`config.mk`:
```
export PLATFORM = sky130hd
export DESIGN_NAME = alu
export DESIGN_NICKNAME = d
export VERILOG_FILES = /design/src/rtl/alu.sv
export SDC_FILE = /design/constraint.sdc
export NUM_CORES = 1
export LEC_CHECK = 0
export ABC_AREA = 1
export BUFFER_PORTS_ARGS = -buffer_cell sky130_fd_sc_hd__buf_2
export CAP_MARGIN = 5
export CORE_ASPECT_RATIO = 1.2
export CORE_MARGIN = 1.5
export CORE_UTILIZATION = 50
export DETAILED_ROUTE_END_ITERATION = 8
export PLACE_DENSITY = 0.71
export SETUP_SLACK_MARGIN = 0.2
export SLEW_MARGIN = 20
export SYNTH_ARGS = -nofsm -noshare
export SYNTH_HDL_FRONTEND = slang
export SYNTH_SLANG_ARGS = --single-unit
```
`constraint.sdc`:
```
create_clock -name clk -period 0.9 [get_ports clk]
set_input_delay 0.135 -clock clk [delete_from_list [all_inputs] [get_ports clk]]
set_output_delay 0.135 -clock clk [all_outputs]
set_load 0.005 [all_outputs]
```
`src/rtl/alu.sv`:
```
// ============================================================================
// Module      : alu
// Description : 32-bit registered ALU with zero/carry/overflow flags.
//               Optional multiply on code 1011 when ALU_MUL_EN is defined.
// Revision    : 1.0 - initial release
// ============================================================================
`default_nettype none

module alu (
    input  logic        clk,
    input  logic        reset,
    input  logic [31:0] a,
    input  logic [31:0] b,
    input  logic [3:0]  ALU_control,
    output logic [31:0] ALU_result,
    output logic        zero_flag,
    output logic        carry_flag,
    output logic        overflow_flag
);

    localparam logic [3:0] c_OP_AND  = 4'b0000;
    localparam logic [3:0] c_OP_OR   = 4'b0001;
    localparam logic [3:0] c_OP_XOR  = 4'b0010;
    localparam logic [3:0] c_OP_ADD  = 4'b0011;
    localparam logic [3:0] c_OP_SUB  = 4'b0100;
    localparam logic [3:0] c_OP_SLL  = 4'b0101;
    localparam logic [3:0] c_OP_SRL  = 4'b0110;
    localparam logic [3:0] c_OP_SRA  = 4'b0111;
    localparam logic [3:0] c_OP_SLT  = 4'b1000;
    localparam logic [3:0] c_OP_SLTU = 4'b1001;
    localparam logic [3:0] c_OP_NOR  = 4'b1010;
`ifdef ALU_MUL_EN
    localparam logic [3:0] c_OP_MUL  = 4'b1011;
`endif

    logic [32:0] w_sum;
    logic [32:0] w_diff;
    logic [4:0]  w_shamt;
    logic        w_slt;
    logic        w_add_ovf;
    logic        w_sub_ovf;
    logic [31:0] w_result;
    logic        w_carry;
    logic        w_ovf;
`ifdef ALU_MUL_EN
    logic [31:0] w_prod;
    assign w_prod = a * b;
`endif

    assign w_sum     = {1'b0, a} + {1'b0, b};
    // Bit 32 of the 33-bit difference is the borrow; no-borrow is its inverse.
    assign w_diff    = {1'b0, a} - {1'b0, b};
    assign w_shamt   = b[4:0];
    assign w_slt     = $signed(a) < $signed(b);
    assign w_add_ovf = (a[31] == b[31]) && (w_sum[31] != a[31]);
    assign w_sub_ovf = (a[31] != b[31]) && (w_diff[31] != a[31]);

    always_comb begin
        w_result = 32'd0;
        w_carry  = 1'b0;
        w_ovf    = 1'b0;
        case (ALU_control)
            c_OP_AND:  w_result = a & b;
            c_OP_OR:   w_result = a | b;
            c_OP_XOR:  w_result = a ^ b;
            c_OP_ADD: begin
                w_result = w_sum[31:0];
                w_carry  = w_sum[32];
                w_ovf    = w_add_ovf;
            end
            c_OP_SUB: begin
                w_result = w_diff[31:0];
                w_carry  = ~w_diff[32];
                w_ovf    = w_sub_ovf;
            end
            c_OP_SLL:  w_result = a << w_shamt;
            c_OP_SRL:  w_result = a >> w_shamt;
            c_OP_SRA:  w_result = $signed(a) >>> w_shamt;
            c_OP_SLT:  w_result = {31'd0, w_slt};
            c_OP_SLTU: w_result = {31'd0, w_diff[32]};
            c_OP_NOR:  w_result = ~(a | b);
`ifdef ALU_MUL_EN
            c_OP_MUL:  w_result = w_prod;
`endif
            default:   w_result = 32'd0;
        endcase
    end

    always_ff @(posedge clk or posedge reset) begin
        if (reset) begin
            ALU_result    <= 32'd0;
            zero_flag     <= 1'b1;
            carry_flag    <= 1'b0;
            overflow_flag <= 1'b0;
        end else begin
            ALU_result    <= w_result;
            zero_flag     <= (w_result == 32'd0);
            carry_flag    <= w_carry;
            overflow_flag <= w_ovf;
        end
    end

endmodule

`default_nettype wire

```
==> impl_metrics.json, run 1 <==
{
  "die_h_um": 171,
  "ys_types": 47,
  "synth_area_leaders": "nand2_1, nand3_1, inv_1, ha_1, dfrtp_1",
  "clk_path_buf_depth": 2,
  "yosys_warnings": 0,
  "synth-edff-count": 0,
  "grt_usage_pct": 75.8,
  "synth.net_count": 2536,
  "hpwl_um": 53100,
  "initial_core_util_pct": 50.8,
  "place_ws_ns": -1.79,
  "worst-ep-kind": "register data pin",
  "numCtsBuffers": 5,
  "yosys_most_used_dff": "dfrtp_1",
  "clock_tree.root_cell": "clkbuf_16",
  "num_io_pins": 105,
  "grt_max_degree": 64,
  "ys_async_sr_fraction_pct": 100,
  "cts.sinks": 35,
  "port_buffers": 104,
  "synth.most_common_cell": "nand2_1",
  "stop_stage": "5_1_grt",
  "error_line": "[ERROR GRT-0232] Routing congestion too high. Check the congestion heatmap in the GUI.",
  "dpl_cell_area_mm2": 0.0165,
  "status": "stopped before the end",
  "synthTopCellsByCount": "nand2_1, nand3_1, inv_1",
  "yosys.area.top_type_share_pct": 27.6,
  "worst_endpoint": "zero_flag$_DFF_PP1_/D",
  "die_w_um": 143,
  "syn_area_mm2": 0.0118,
  "overflow": 17,
  "yosysSeqAreaShare_pct": 7.44,
  "row_count": 61,
  "synth_area_leader_cell": "nand2_1",
  "htreeDepth": 2,
  "synthCells": 2362,
  "synth.ff_latch_count": 35,
  "place_congestion": 1.17,
  "place_inst": 3221,
  "synth_area_per_cell_um2": 4.99
}
[metal layers]
layer | GRT overflow | track usage [%]
met5 | 0 | 21.7
met4 | 10 | 76.2
met3 | 0 | 61.5
met2 | 7 | 91.5
met1 | 0 | 76.2
[through the flow]
stage	setup TNS, ns	utilization [%]	hold WS, ns
after floorplan	-27.50	-	0.0817
after CTS	-31.02	77.8	0.361
after detailed placement	-49.20	71.2	0.0676
after global placement	-47.97	71.2	0.0692
[kinds of logic after synthesis]
logic type,Yosys count,synth area share [%]
flops,35,7.44
xor+xnor,2,0.149
buf+inv,456,15.7
simple gates,1582,56.7
compound gates,183,8.89
fa+ha+maj,104,11.2
[repair_timing]
action | 4_1_cts
hold endpoints to repair | 5
hold buffers | 2
pin swaps | 71
buffers inserted | 27
endpoints found under the setup margin | 70
gates resized for setup | 332
==> run 2: changes to the inputs <==
--- a/config.mk
+++ b/config.mk
@@ -8,12 +8,10 @@
 export ABC_AREA = 1
 export BUFFER_PORTS_ARGS = -buffer_cell sky130_fd_sc_hd__buf_2
 export CAP_MARGIN = 5
-export CORE_ASPECT_RATIO = 1.2
 export CORE_MARGIN = 1.5
-export CORE_UTILIZATION = 50
+export CORE_UTILIZATION = 35
 export DETAILED_ROUTE_END_ITERATION = 8
-export PLACE_DENSITY = 0.71
-export SETUP_SLACK_MARGIN = 0.2
+export PLACE_DENSITY_LB_ADDON = 0.15
 export SLEW_MARGIN = 20
 export SYNTH_ARGS = -nofsm -noshare
 export SYNTH_HDL_FRONTEND = slang
==> constraint.sdc (replaced) <==
create_clock -name clk -period 1.2 [get_ports clk]
set_input_delay 0.18 -clock clk [delete_from_list [all_inputs] [get_ports clk]]
set_output_delay 0.18 -clock clk [all_outputs]
set_load 0.005 [all_outputs]
==> impl_metrics.json, run 2 <==
{
  "status": "finished, violations left",
  "htreeDepth": 2,
  "synth-edff-count": 0,
  "synth_area_per_cell_um2": 4.99,
  "diodes": 0,
  "fin_crit_ns": 2.25,
  "synth.net_count": 2536,
  "fp.dieArea_mm2": 0.0348,
  "antenna_found_initial": 0,
  "hold_path_class": "input port to asynchronous set/reset pin",
  "initial_core_util_pct": 35.3,
  "setup_tns_ns": -23.81,
  "synth_area_leader_cell": "nand2_1",
  "drive_above_1_share_pct": 50.5,
  "synthCells": 2362,
  "path_class": "input port to flip-flop",
  "grt_max_degree": 65,
  "layout_common_cells": "nand2_1, buf_4, nand3_1",
  "grt_pass1_wl_um": 108000,
  "largest_reg_flops": 32,
  "ys_types": 47,
  "dpl_cell_area_mm2": 0.0167,
  "wl_per_cell_um": 21.7,
  "ys_async_sr_fraction_pct": 100,
  "hold_viol": 0,
  "yosys_most_used_dff": "dfrtp_1",
  "clk_pin_slew_ns": 0.05,
  "layout_commonest_cell": "nand2_1",
  "cts.sinks": 35,
  "viasPerCell": 5.41,
  "regMostFlops": "ALU_result",
  "yosys.area.top_type_share_pct": 27.6,
  "period_share_pct": 188,
  "setup_viol": 35,
  "synth.ff_latch_count": 35,
  "yosys_warnings": 0,
  "clk_path_buf_depth": 2,
  "die_w_um": 187,
  "final_area_mm2": 0.0215,
  "p_per_area_mw_per_mm2": 591,
  "worst-slew-pin-transition_ns": 0.485,
  "die_h_um": 187,
  "overflow": 0,
  "crit_top_cell": "nand2_1",
  "rsz0062_at_grt": "yes",
  "power_mw": 12.7,
  "yosysSeqAreaShare_pct": 7.44,
  "port_buffers": 104,
  "hpwl_um": 59300,
  "numCtsBuffers": 5,
  "hold_ws_ns": 0.496,
  "crit_buf_inv": 5,
  "drc": 0,
  "grt_pass1_vias": 18149,
  "vdd_drop_max_v": 0.000684,
  "place_congestion": 1.01,
  "place_inst": 3356,
  "fin_ws_ns": -1.05,
  "violations": "setup timing",
  "critical-path-slowest-cell": "fa_2",
  "crit_start": "b[0]",
  "synth.most_common_cell": "nand2_1",
  "clock_tree.root_cell": "clkbuf_16",
  "syn_area_mm2": 0.0118,
  "finalCoreUtilization_pct": 64.5,
  "area_delta_synth_final_pct": 82.5,
  "crit_path_max_fanout": 3,
  "synthTopCellsByCount": "nand2_1, nand3_1, inv_1",
  "core_region_area_mm2": 0.0334,
  "cpPeakStageDelay_ns": 0.36,
  "drv_cap": 0,
  "leakage_nw": 11.5,
  "fmax_ghz": 0.444,
  "drv_slew": 0,
  "cp_top_family": "simple AND/OR/NAND/NOR gates",
  "critPathCaptureType": "flip-flop",
  "dr.pass1.iters": 7,
  "place_ws_ns": -1.76,
  "layout.nets": 3170,
  "initialDrtViolationCount": 1509,
  "stdcell_count": 3444,
  "cp-start-kind": "input port",
  "row_count": 67,
  "critPathRequiredTime_ns": 1.41,
  "crit_chain": "buf_12 -> ha_4 -> inv_4 -> fa_2 -> inv_2 -> nand2_2 -> nand2_2 -> buf_4 -> nand3_4 -> nand2_4 -> buf_6 -> nand2_2 -> nand2_1 -> nand2_1 -> nand3_1 -> nand2_1 -> nand3b_1 -> nor2_1 -> nand2_1 -> nor2_1 -> nand2_1 -> nor2_2",
  "cp_data_arrival_time_ns": 2.47,
  "relSlewSlack_pct": 67.7,
  "wl_um": 74700,
  "grt_usage_pct": 40.8,
  "num_io_pins": 105,
  "cts_tree": "yes",
  "vias": 18630,
  "synth_area_leaders": "nand2_1, nand3_1, inv_1, ha_1, dfrtp_1",
  "ant_nets": 0
}
run 2: cell counts after synthesis:
Identical to the previous run, type by type.
run 2: path summary, 6_finish.rpt:
kind | end | slack (ns) | cells after the start
max | zero_flag | -1.05 | 22
max in group asynchronous | zero_flag | 0.44 | 4
min | overflow_flag | 0.50 | 4
min in group clk | carry_flag | 0.53 | 5
run 2: kinds of logic (layout without fill, tap and decap cells):
| group | after synthesis | after routing | synth area share (%) |
|---|---|---|---|
| xor+xnor | 2 | 2 | 0.149 |
| flops | 35 | 35 | 7.44 |
| fa+ha+maj | 104 | 104 | 11.2 |
| simple gates | 1582 | 1582 | 56.7 |
| compound gates | 183 | 183 | 8.89 |
| buf+inv | 456 | 1090 | 15.7 |
run 2: layout make-up:
class / count / area (um2)
clock buffers: 6 / 139
clock inverters: 1 / 5.00
fillers: 3178 / 11800
inverters: 357 / 1480
multi-input cells: 1871 / 12400
flip-flops and latches: 35 / 877
well taps: 448 / 561
repair buffers: 726 / 6040
run 2: report_power, final:
part	switching [mW]	total [mW]	internal, mW
Clock	0.453	1.26	0.809
Combinational	5.77	10.1	4.32
Sequential	0.0388	1.36	1.32
Total	6.26	12.7	6.45
run 2: per-layer routing:
layer	vias to the layer above	global-route usage, %	wire, um
met3	203	4.59	5450
li1	8758	-	-
met4	0	15.2	4020
met1	8836	53.2	30800
met5	-	0	0
met2	833	69.1	34400
run 2: what timing repair did:
item | CTS | global route
gates resized for setup | 717 | 430
hold endpoints to repair | 34 | 0
setup endpoints to repair | 35 | 35
setup buffers | 55 | 29
pin swaps | 156 | 159
hold buffers | 1 | 0
cloned | 3 | 2
Note: power is estimated with default switching activity, not from simulation.
